[src/rtl/adc_pkg.sv]
// Shared ADC scan definitions: FSM encoding, default widths, sample field layout.
// Latency: n/a (constants only).
// Backpressure: n/a (constants only).
package adc_pkg;

  // Default configuration of the scan sequencer and its neighbours
  localparam int ADC_N_CHAN = 11;
  localparam int ADC_CHAN_W = 4;
  localparam int ADC_DATA_W = 12;
  localparam int ADC_DLY_W  = 16;

  // Sequencer state encoding (3 bits leaves room for the averaging sub-state)
  localparam logic [2:0] ST_IDLE  = 3'd0;
  localparam logic [2:0] ST_SCAN  = 3'd1;
  localparam logic [2:0] ST_ISSUE = 3'd2;
  localparam logic [2:0] ST_WAIT  = 3'd3;
  localparam logic [2:0] ST_STORE = 3'd4;
  localparam logic [2:0] ST_ACCUM = 3'd5;

  // Sample word layout {channel, result}; the sample FIFO and host readout
  // slice the stored word with these offsets.
  localparam int OUT_DATA_LSB = 0;
  localparam int OUT_CHAN_LSB = ADC_DATA_W;

endpackage

[src/rtl/adc_chan_walker.sv]
// Channel walker: holds the latched scan mask and the current channel index.
// Latency: load/advance take effect on the next clock edge; outputs are combinational from state.
// Backpressure: none; the sequencer FSM decides when to load or advance.
module adc_chan_walker
  import adc_pkg::*;
#(
  parameter int N_CHAN = ADC_N_CHAN,
  parameter int CHAN_W = ADC_CHAN_W
) (
  input  logic              clk,
  input  logic              rst_n,
  input  logic              load,
  input  logic [N_CHAN-1:0] mask_in,
  input  logic              advance,
  output logic [CHAN_W-1:0] chan,
  output logic              chan_en,
  output logic              last
);

  logic [N_CHAN-1:0] mask_q;
  logic [CHAN_W-1:0] cnt_q;

  // Latch the mask at a scan boundary and step through the channels
  always_ff @(posedge clk or negedge rst_n) begin
    if (!rst_n) begin
      mask_q <= '0;
      cnt_q  <= '0;
    end else if (load) begin
      mask_q <= mask_in;
      cnt_q  <= '0;
    end else if (advance) begin
      cnt_q  <= cnt_q + CHAN_W'(1);
    end
  end

  // Select the enable bit of the current channel (loop keeps index widths exact)
  always_comb begin
    chan_en = 1'b0;
    for (int i = 0; i < N_CHAN; i++) begin
      if (cnt_q == CHAN_W'(i)) chan_en = mask_q[i];
    end
  end

  assign chan = cnt_q;
  assign last = (cnt_q == CHAN_W'(N_CHAN - 1));

endmodule

[src/rtl/adc_scan_seq.sv]
// Multi-channel ADC scan sequencer: walks the channel mask, requests conversions, emits {chan,result} samples.
// Latency: start -> conv_req 2 cycles (channel 0 enabled); conv_done -> out_valid 1 cycle; disabled channel 1 cycle.
// Backpressure: none; sample consumer must accept every out_valid. Optional averaging via ADC_SCAN_AVG_EN.
module adc_scan_seq
  import adc_pkg::*;
#(
  parameter int N_CHAN    = ADC_N_CHAN,
  parameter int CHAN_W    = ADC_CHAN_W,
  parameter int DATA_W    = ADC_DATA_W,
  parameter int DLY_W     = ADC_DLY_W,
`ifdef ADC_SCAN_AVG_EN
  parameter int AVG_LOG2  = 2,
`endif
  parameter int INTER_DLY = 10
) (
  input  logic                     clk,
  input  logic                     rst_n,
  input  logic                     start,
  input  logic                     stop,
  input  logic                     mode_cont,
  input  logic [N_CHAN-1:0]        chan_mask,
  input  logic [DLY_W-1:0]         first_dly,
  output logic                     conv_req,
  output logic [CHAN_W-1:0]        conv_chan,
  output logic [DLY_W-1:0]         conv_dly,
  input  logic                     conv_done,
  input  logic [DATA_W-1:0]        conv_data,
  output logic                     out_valid,
  output logic [CHAN_W+DATA_W-1:0] out_data,
  output logic                     busy,
  output logic                     scan_done,
  output logic                     overrun
);

  logic [2:0]               state_q, state_d;
  logic                     first_q;
  logic                     cont_q;
  logic                     stop_pend_q;
  logic                     overrun_q;
  logic                     scan_done_q;
  logic                     out_valid_q;
  logic [CHAN_W+DATA_W-1:0] out_data_q;
  logic [DLY_W-1:0]         conv_dly_q;

  logic                     stop_eff;
  logic                     accept;
  logic                     w_load;
  logic                     w_adv;
  logic                     eos;
  logic                     to_issue;
  logic [CHAN_W-1:0]        w_chan;
  logic                     w_en;
  logic                     w_last;

`ifdef ADC_SCAN_AVG_EN
  logic [AVG_LOG2-1:0]        rep_q;
  logic [DATA_W+AVG_LOG2-1:0] acc_q;
  logic [DATA_W+AVG_LOG2-1:0] acc_sum;
  logic                       rep_last;

  assign acc_sum  = acc_q + {{AVG_LOG2{1'b0}}, conv_data};
  assign rep_last = &rep_q;
`endif

  // A stop seen this cycle acts immediately, without waiting for the sticky flag
  assign stop_eff = stop_pend_q | stop;

  adc_chan_walker #(
    .N_CHAN (N_CHAN),
    .CHAN_W (CHAN_W)
  ) u_walker (
    .clk     (clk),
    .rst_n   (rst_n),
    .load    (w_load),
    .mask_in (chan_mask),
    .advance (w_adv),
    .chan    (w_chan),
    .chan_en (w_en),
    .last    (w_last)
  );

  // Next-state logic; end-of-scan is resolved after the per-state decisions
  always_comb begin
    state_d  = state_q;
    accept   = 1'b0;
    w_load   = 1'b0;
    w_adv    = 1'b0;
    eos      = 1'b0;
    to_issue = 1'b0;
    case (state_q)
      ST_IDLE: begin
        // stop in the same cycle as start wins: remain idle
        if (start && !stop) begin
          accept  = 1'b1;
          w_load  = 1'b1;
          state_d = ST_SCAN;
        end
      end
      ST_SCAN: begin
        if (stop_eff) begin
          state_d = ST_IDLE;
        end else if (w_en) begin
          state_d  = ST_ISSUE;
          to_issue = 1'b1;
        end else if (w_last) begin
          eos = 1'b1;
        end else begin
          w_adv = 1'b1;
        end
      end
      ST_ISSUE: begin
        // conv_req is suppressed when stop is pending, so nothing is in flight
        state_d = stop_eff ? ST_IDLE : ST_WAIT;
      end
      ST_WAIT: begin
        if (conv_done) begin
`ifdef ADC_SCAN_AVG_EN
          if (rep_last)      state_d = ST_STORE;
          else if (stop_eff) state_d = ST_IDLE;
          else               state_d = ST_ACCUM;
`else
          state_d = ST_STORE;
`endif
        end
      end
      ST_STORE: begin
        if (stop_eff) begin
          state_d = ST_IDLE;
        end else if (w_last) begin
          eos = 1'b1;
        end else begin
          w_adv   = 1'b1;
          state_d = ST_SCAN;
        end
      end
`ifdef ADC_SCAN_AVG_EN
      ST_ACCUM: begin
        if (stop_eff) begin
          state_d = ST_IDLE;
        end else begin
          state_d  = ST_ISSUE;
          to_issue = 1'b1;
        end
      end
`endif
      default: state_d = ST_IDLE;
    endcase
    if (eos) begin
      if (cont_q && !stop_eff) begin
        w_load  = 1'b1;
        state_d = ST_SCAN;
      end else begin
        state_d = ST_IDLE;
      end
    end
  end

  // FSM state, scan flags and status registers
  always_ff @(posedge clk or negedge rst_n) begin
    if (!rst_n) begin
      state_q     <= ST_IDLE;
      first_q     <= 1'b0;
      cont_q      <= 1'b0;
      stop_pend_q <= 1'b0;
      overrun_q   <= 1'b0;
      scan_done_q <= 1'b0;
    end else begin
      state_q     <= state_d;
      scan_done_q <= eos;
      if (w_load) begin
        first_q <= 1'b1;
        cont_q  <= mode_cont;
      end else if (state_q == ST_ISSUE) begin
        first_q <= 1'b0;
      end
      if (state_d == ST_IDLE)                stop_pend_q <= 1'b0;
      else if (stop)                         stop_pend_q <= 1'b1;
      if (accept)                            overrun_q   <= 1'b0;
      else if (conv_done && state_q != ST_WAIT) overrun_q <= 1'b1;
    end
  end

  // Choose the settle delay as each conversion is about to be issued
  always_ff @(posedge clk or negedge rst_n) begin
    if (!rst_n) begin
      conv_dly_q <= '0;
    end else if (to_issue) begin
      conv_dly_q <= first_q ? first_dly : DLY_W'(INTER_DLY);
    end
  end

`ifdef ADC_SCAN_AVG_EN
  // Accumulate repeated conversions of one channel; abort or completion clears the sum
  always_ff @(posedge clk or negedge rst_n) begin
    if (!rst_n) begin
      acc_q <= '0;
      rep_q <= '0;
    end else if (state_d == ST_IDLE || (state_q == ST_WAIT && state_d == ST_STORE)) begin
      acc_q <= '0;
      rep_q <= '0;
    end else if (state_q == ST_WAIT && conv_done) begin
      acc_q <= acc_sum;
      rep_q <= rep_q + AVG_LOG2'(1);
    end
  end
`endif

  // Capture the finished sample and raise the write strobe for one cycle
  always_ff @(posedge clk or negedge rst_n) begin
    if (!rst_n) begin
      out_valid_q <= 1'b0;
      out_data_q  <= '0;
    end else begin
      out_valid_q <= 1'b0;
      if (state_q == ST_WAIT && state_d == ST_STORE) begin
        out_valid_q <= 1'b1;
`ifdef ADC_SCAN_AVG_EN
        out_data_q  <= {w_chan, acc_sum[AVG_LOG2 +: DATA_W]};
`else
        out_data_q  <= {w_chan, conv_data};
`endif
      end
    end
  end

  assign conv_req  = (state_q == ST_ISSUE) && !stop_eff;
  assign conv_chan = w_chan;
  assign conv_dly  = conv_dly_q;
  assign out_valid = out_valid_q;
  assign out_data  = out_data_q;
  assign busy      = (state_q != ST_IDLE);
  assign scan_done = scan_done_q;
  assign overrun   = overrun_q;

endmodule

[config.mk]
export PLATFORM = sky130hd
export DESIGN_NAME = adc_scan_seq
export DESIGN_NICKNAME = d
export VERILOG_FILES = /design/src/rtl/adc_pkg.sv /design/src/rtl/adc_chan_walker.sv /design/src/rtl/adc_scan_seq.sv
export SDC_FILE = /design/constraint.sdc
export NUM_CORES = 1
export LEC_CHECK = 0
export CAP_MARGIN = 20
export CORE_ASPECT_RATIO = 0.7
export CORE_MARGIN = 2
export CORE_UTILIZATION = 45
export CTS_CLUSTER_DIAMETER = 40
export CTS_CLUSTER_SIZE = 20
export DETAILED_ROUTE_END_ITERATION = 10
export GPL_ROUTABILITY_DRIVEN = 0
export GPL_TIMING_DRIVEN = 1
export MAX_ROUTING_LAYER = met4
export PLACE_DENSITY = 0.79
export SKIP_CTS_REPAIR_TIMING = 1
export SLEW_MARGIN = 15
export SYNTH_ARGS = -nofsm -noshare
export SYNTH_HDL_FRONTEND = slang
export SYNTH_SLANG_ARGS = --single-unit
[constraint.sdc]
create_clock -name clk -period 2.95 [get_ports clk]
set_input_delay 0.885 -clock clk [delete_from_list [all_inputs] [get_ports clk]]
set_output_delay 0.885 -clock clk [all_outputs]
set_load 0.005 [all_outputs]
==> summary.md <==
| Metric | Value |
|---|---|
| Layout Nets | `416` |
| Clock tree from TritonCTS | `built` |
| Max transition margin | `approximately 54%` |
| Fin crit share | `87.9%` |
| Part of the total power dissipated in the clock network | `around 16%` |
| Delay contributed by the slowest stage of the critical path | `between 400 and 500 ps` |
| Critical path buffer and inverter count | `3` |
| Top-area cell type share of the netlist area | `54.5%` |
| Mean area per synthesized cell | `about 9.3 um2` |
| Number of fillers in the final layout | `between 400 and 500` |
| Final Hold Vio Count | `0` |
| Worst EP arrival | `roughly 2800 ps` |
| Insertion delay to the later sink of the worst-skew pair | `about 310 ps` |
| Final-layout setup total negative slack | `0 ps` |
| I/O pin total | `between 80 and 90` |
| Worst hold path startpoint | `u_walker.mask_q[6]` |
| Number of buffers added on ports | `85` |
| Wire length of the first global-routing pass | `a little under 10000 um` |
| Number of clock buffers inserted by TritonCTS | `5` |
| Final Core Density | `between 60% and 70%` |
| Peak fanout along the critical path | `9` |
| Flop-to-flop setup slack | `roughly 600 ps` |
| Cell area after synthesis | `2570 um2` |
| Library cell occupying the most area in the post-synthesis netlist | `sky130_fd_sc_hd__dfrtp_1` |
| Reported max-cap violation count | `0` |
| Worst Path Class, Setup | `in -> reg` |
| Gate family responsible for the most delay along the worst path | `buffers and inverters` |
| Minimum period implied by the final worst setup slack | `2590 ps` |
| Final WL | `5870 um` |
| Portion of the post-synthesis area used by sequential elements | `a little over half` |
| Most frequent cells in the layout | `101 x sky130_fd_sc_hd__nand2_1, 83 x sky130_fd_sc_hd__clkdlybuf4s50_1, 56 x sky130_fd_sc_hd__dfrtp_1, 21 x sky130_fd_sc_hd__inv_1, 14 x sky130_fd_sc_hd__mux2i_1` |
| Number of vias in the routed layout | `~2200` |
| Crit Reg-Reg Endpoint | `conv_dly[10]` |
| Power per unit of standard cell area | `roughly 800 nW/um2` |
| Sw Share | `between 30% and 40%` |
| Worst hold stages | `2` |
| Crit. End Element | `flop` |
| Layout cells sized above 1 | `roughly 6.3%` |
| Unique masters post-synth | `38` |
| Via count of the first global-routing pass | `between 2000 and 2500` |
| Share of total power in combinational logic | `40.6%` |
| Worst Reg2Reg Path Length in Cells | `9` |
| Root buffer cell | `sky130_fd_sc_hd__clkbuf_8` |
| Seq cells post-synth | `56` |
| Startpoint kind of the worst setup timing path | `primary input` |
| Most frequent standard cell in the layout excluding fill and tap cells | `sky130_fd_sc_hd__nand2_1` |
| Class of the tightest hold or removal check | `reg -> reg` |
| Inserted Diodes | `0` |
| Die footprint | `approximately 6300 um2` |
| Unrepaired setup endpoints after global routing | `false` |
| Maximum achievable frequency | `between 0.3 and 0.4 GHz` |
| Pin count of the biggest net entering global routing | `57` |
| Placed Area | `~3500 um2` |
| Number of nets with antenna violations after routing | `0` |
| Initial antenna violation count | `0` |
| Int Power | `1.99 mW` |
| Number of warning messages in the yosys log | `0` |
| Overall power after layout | `between 2 and 3 mW` |
| Clock tree skew after final layout | `about 6.5 ps` |
| Sequential fraction of design power | `between 40% and 50%` |
| Slowest CP cell | `sky130_fd_sc_hd__clkdlybuf4s50_1` |
| Starting density of the core | `47.9%` |
| All-layer global routing usage | `between 20% and 30%` |
| Grt ovf | `0` |
| Data required time at the worst endpoint | `about 3200 ps` |
| Final Slew Violations | `0` |
| Via-to-Cell Ratio | `4.98` |
| Result of the run | `complete, no violations` |
| Layout overhead on the synthesized area | `41.5%` |
| Synthesized netlist net count | `roughly 330` |
| Top area cells in the synthesized netlist | `sky130_fd_sc_hd__dfrtp_1 55%, sky130_fd_sc_hd__nand2_1 15%, sky130_fd_sc_hd__mux2i_1 5.5%` |
| Detailed-router iteration count before antenna repair | `4` |
| Number of DRC violations after detailed routing | `0` |
| Standby leakage power | `between 1.5 and 2 nW` |
| Maximum number of buffers from clock root to sink | `2` |
| Net switching power of the design | `1.00 mW` |
| Post-Syn Instances | `~280` |
| Ordered cell list for the critical path | `clkdlybuf4s50_1 > buf_4 > or3_1 > nor2_1 > o21ai_1 > a21oi_4 > buf_4 > mux2i_1` |
| DR iter-0 viols | `97` |
| Worst Max-Slew Pin Slew | `686 ps` |
| Placeable Area | `about 5400 um2` |
| Most repeated library cell on the critical path | `sky130_fd_sc_hd__buf_4` |
| Total of endpoints with negative setup slack in the final report | `0` |
| Clock slew at the register clock pins of the worst setup and hold paths | `100 ps` |
| Detail Placement HPWL | `4280 um` |
| H-tree lvl count | `2` |
| Height of the chip | `slightly below 70 um` |
| Worst hold margin | `484 ps` |
| Routed wirelength normalized by instance count | `13.3 um` |
| Crit Reg-Reg Startpoint | `u_walker.chan[0]` |
| Total number of clock tree sinks | `56` |
| Number of cell rows | `22` |
| End point of the worst hold path | `u_walker.mask_q[6]` |
| Horizontal extent of the die | `approximately 94 um` |
| Final cell area excluding filler cells | `between 3000 and 4000 um2` |
| Peak supply drop | `0.000398 V` |
==> cell usage after synthesis <==
library cell	instances
sky130_fd_sc_hd__o31ai_2	1
sky130_fd_sc_hd__inv_1	21
sky130_fd_sc_hd__or3_1	2
sky130_fd_sc_hd__nor2b_1	4
sky130_fd_sc_hd__a21o_1	1
sky130_fd_sc_hd__a211oi_1	2
sky130_fd_sc_hd__buf_2	4
sky130_fd_sc_hd__nand2b_1	8
sky130_fd_sc_hd__dfrtp_1	56
sky130_fd_sc_hd__o31ai_1	4
sky130_fd_sc_hd__nand3b_1	1
sky130_fd_sc_hd__mux2_2	1
sky130_fd_sc_hd__clkbuf_1	4
sky130_fd_sc_hd__nand2_1	101
sky130_fd_sc_hd__o21ai_0	10
sky130_fd_sc_hd__a221o_1	1
sky130_fd_sc_hd__o22a_1	1
sky130_fd_sc_hd__o21ai_1	1
sky130_fd_sc_hd__nor3_1	3
sky130_fd_sc_hd__o21a_1	1
sky130_fd_sc_hd__nand4_1	1
sky130_fd_sc_hd__nor2_1	6
sky130_fd_sc_hd__nor3b_2	1
sky130_fd_sc_hd__a32oi_1	1
sky130_fd_sc_hd__mux2i_1	14
sky130_fd_sc_hd__nand3_1	2
sky130_fd_sc_hd__buf_8	1
sky130_fd_sc_hd__nor4_1	1
sky130_fd_sc_hd__a311oi_1	1
sky130_fd_sc_hd__a21oi_4	1
sky130_fd_sc_hd__or2_1	2
sky130_fd_sc_hd__nor3_2	1
sky130_fd_sc_hd__nor3b_1	1
sky130_fd_sc_hd__a21oi_1	5
sky130_fd_sc_hd__ha_1	4
sky130_fd_sc_hd__buf_1	1
sky130_fd_sc_hd__mux2_1	2
sky130_fd_sc_hd__o211ai_1	4
==> cell type report <==
class | instances | area (um2) | area share [%]
flip-flops and latches | 56 | 1400 | 38.5
multi-input cells | 189 | 1040 | 28.7
repair buffers | 94 | 916 | 25.2
well taps | 72 | 90.1 | 2.48
inverters | 21 | 78.8 | 2.17
clock buffers | 6 | 72.6 | 2.00
clock inverters | 2 | 35.0 | 0.964
==> cells by family after synthesis <==
logic type / Yosys count / synth area share (%)
and+or+nand+nor: 134 / 22.4
DFF: 56 / 54.5
AOI/OAI and AO/OA: 34 / 9.15
buffers and inverters: 31 / 5.16
muxes: 17 / 6.77
adders and majority gates: 4 / 1.95
==> metal layers <==
| layer | up-vias | GRT usage, % | part of all wire [%] |
|---|---|---|---|
| met4 | 0 | 6.52 | 0.95 |
| met3 | 4 | 4.13 | 7.4 |
| met5 | - | - | 0 |
| met2 | 68 | 32.6 | 42 |
| li1 | 1079 | - | - |
| met1 | 1040 | 27.4 | 50 |
==> worst min-delay path, cell delays in order (launching register included) <==
cell and delay (ps):
sky130_fd_sc_hd__dfrtp_1 360, sky130_fd_sc_hd__nand2_1 50, sky130_fd_sc_hd__nand2_1 50
==> flip-flops by register name, indices dropped and copies added, names as in the netlist <==
| signal | cells |
|---|---|
| u_walker.mask_q | 11 |
| out_valid | 1 |
| conv_dly | 16 |
| first_q | 1 |
| overrun | 1 |
| u_walker.chan | 4 |
| cont_q | 1 |
| stop_pend_q | 1 |
| state_q | 3 |
| scan_done | 1 |
| out_data | 16 |
==> power by group through the flow <==
stage          logic [mW]  clock network [mW]  registers [mW]
4_1_cts              1.23               0.508            1.28
3_3_place_gp         1.19                   0            1.29
2_1_floorplan       0.638                   0            1.24
5_1_grt              1.36               0.545            1.33
3_5_place_dp         1.22                   0            1.30
6_report             1.22               0.492            1.29
==> worst max-delay path by stage <==
stage,startpoint,endpoint,slack (ps),depth (start not counted)
floorplan,stop,conv_dly[1],710,5
global placement,stop,conv_req,-40,3
detailed placement,stop,conv_req,-190,3
CTS,stop,conv_req,-190,3
global route,stop,conv_dly[10],280,8
finish,stop,conv_dly[10],360,8
==> per-stage QoR <==
step           worst slack [ps]  cells
2_1_floorplan               709    276
3_3_place_gp              -44.8    432
3_5_place_dp               -185    432
4_1_cts                    -194    440
5_1_grt                     277    440
6_report                    358    440
No activity file was read; power rests on OpenSTA's default activity.
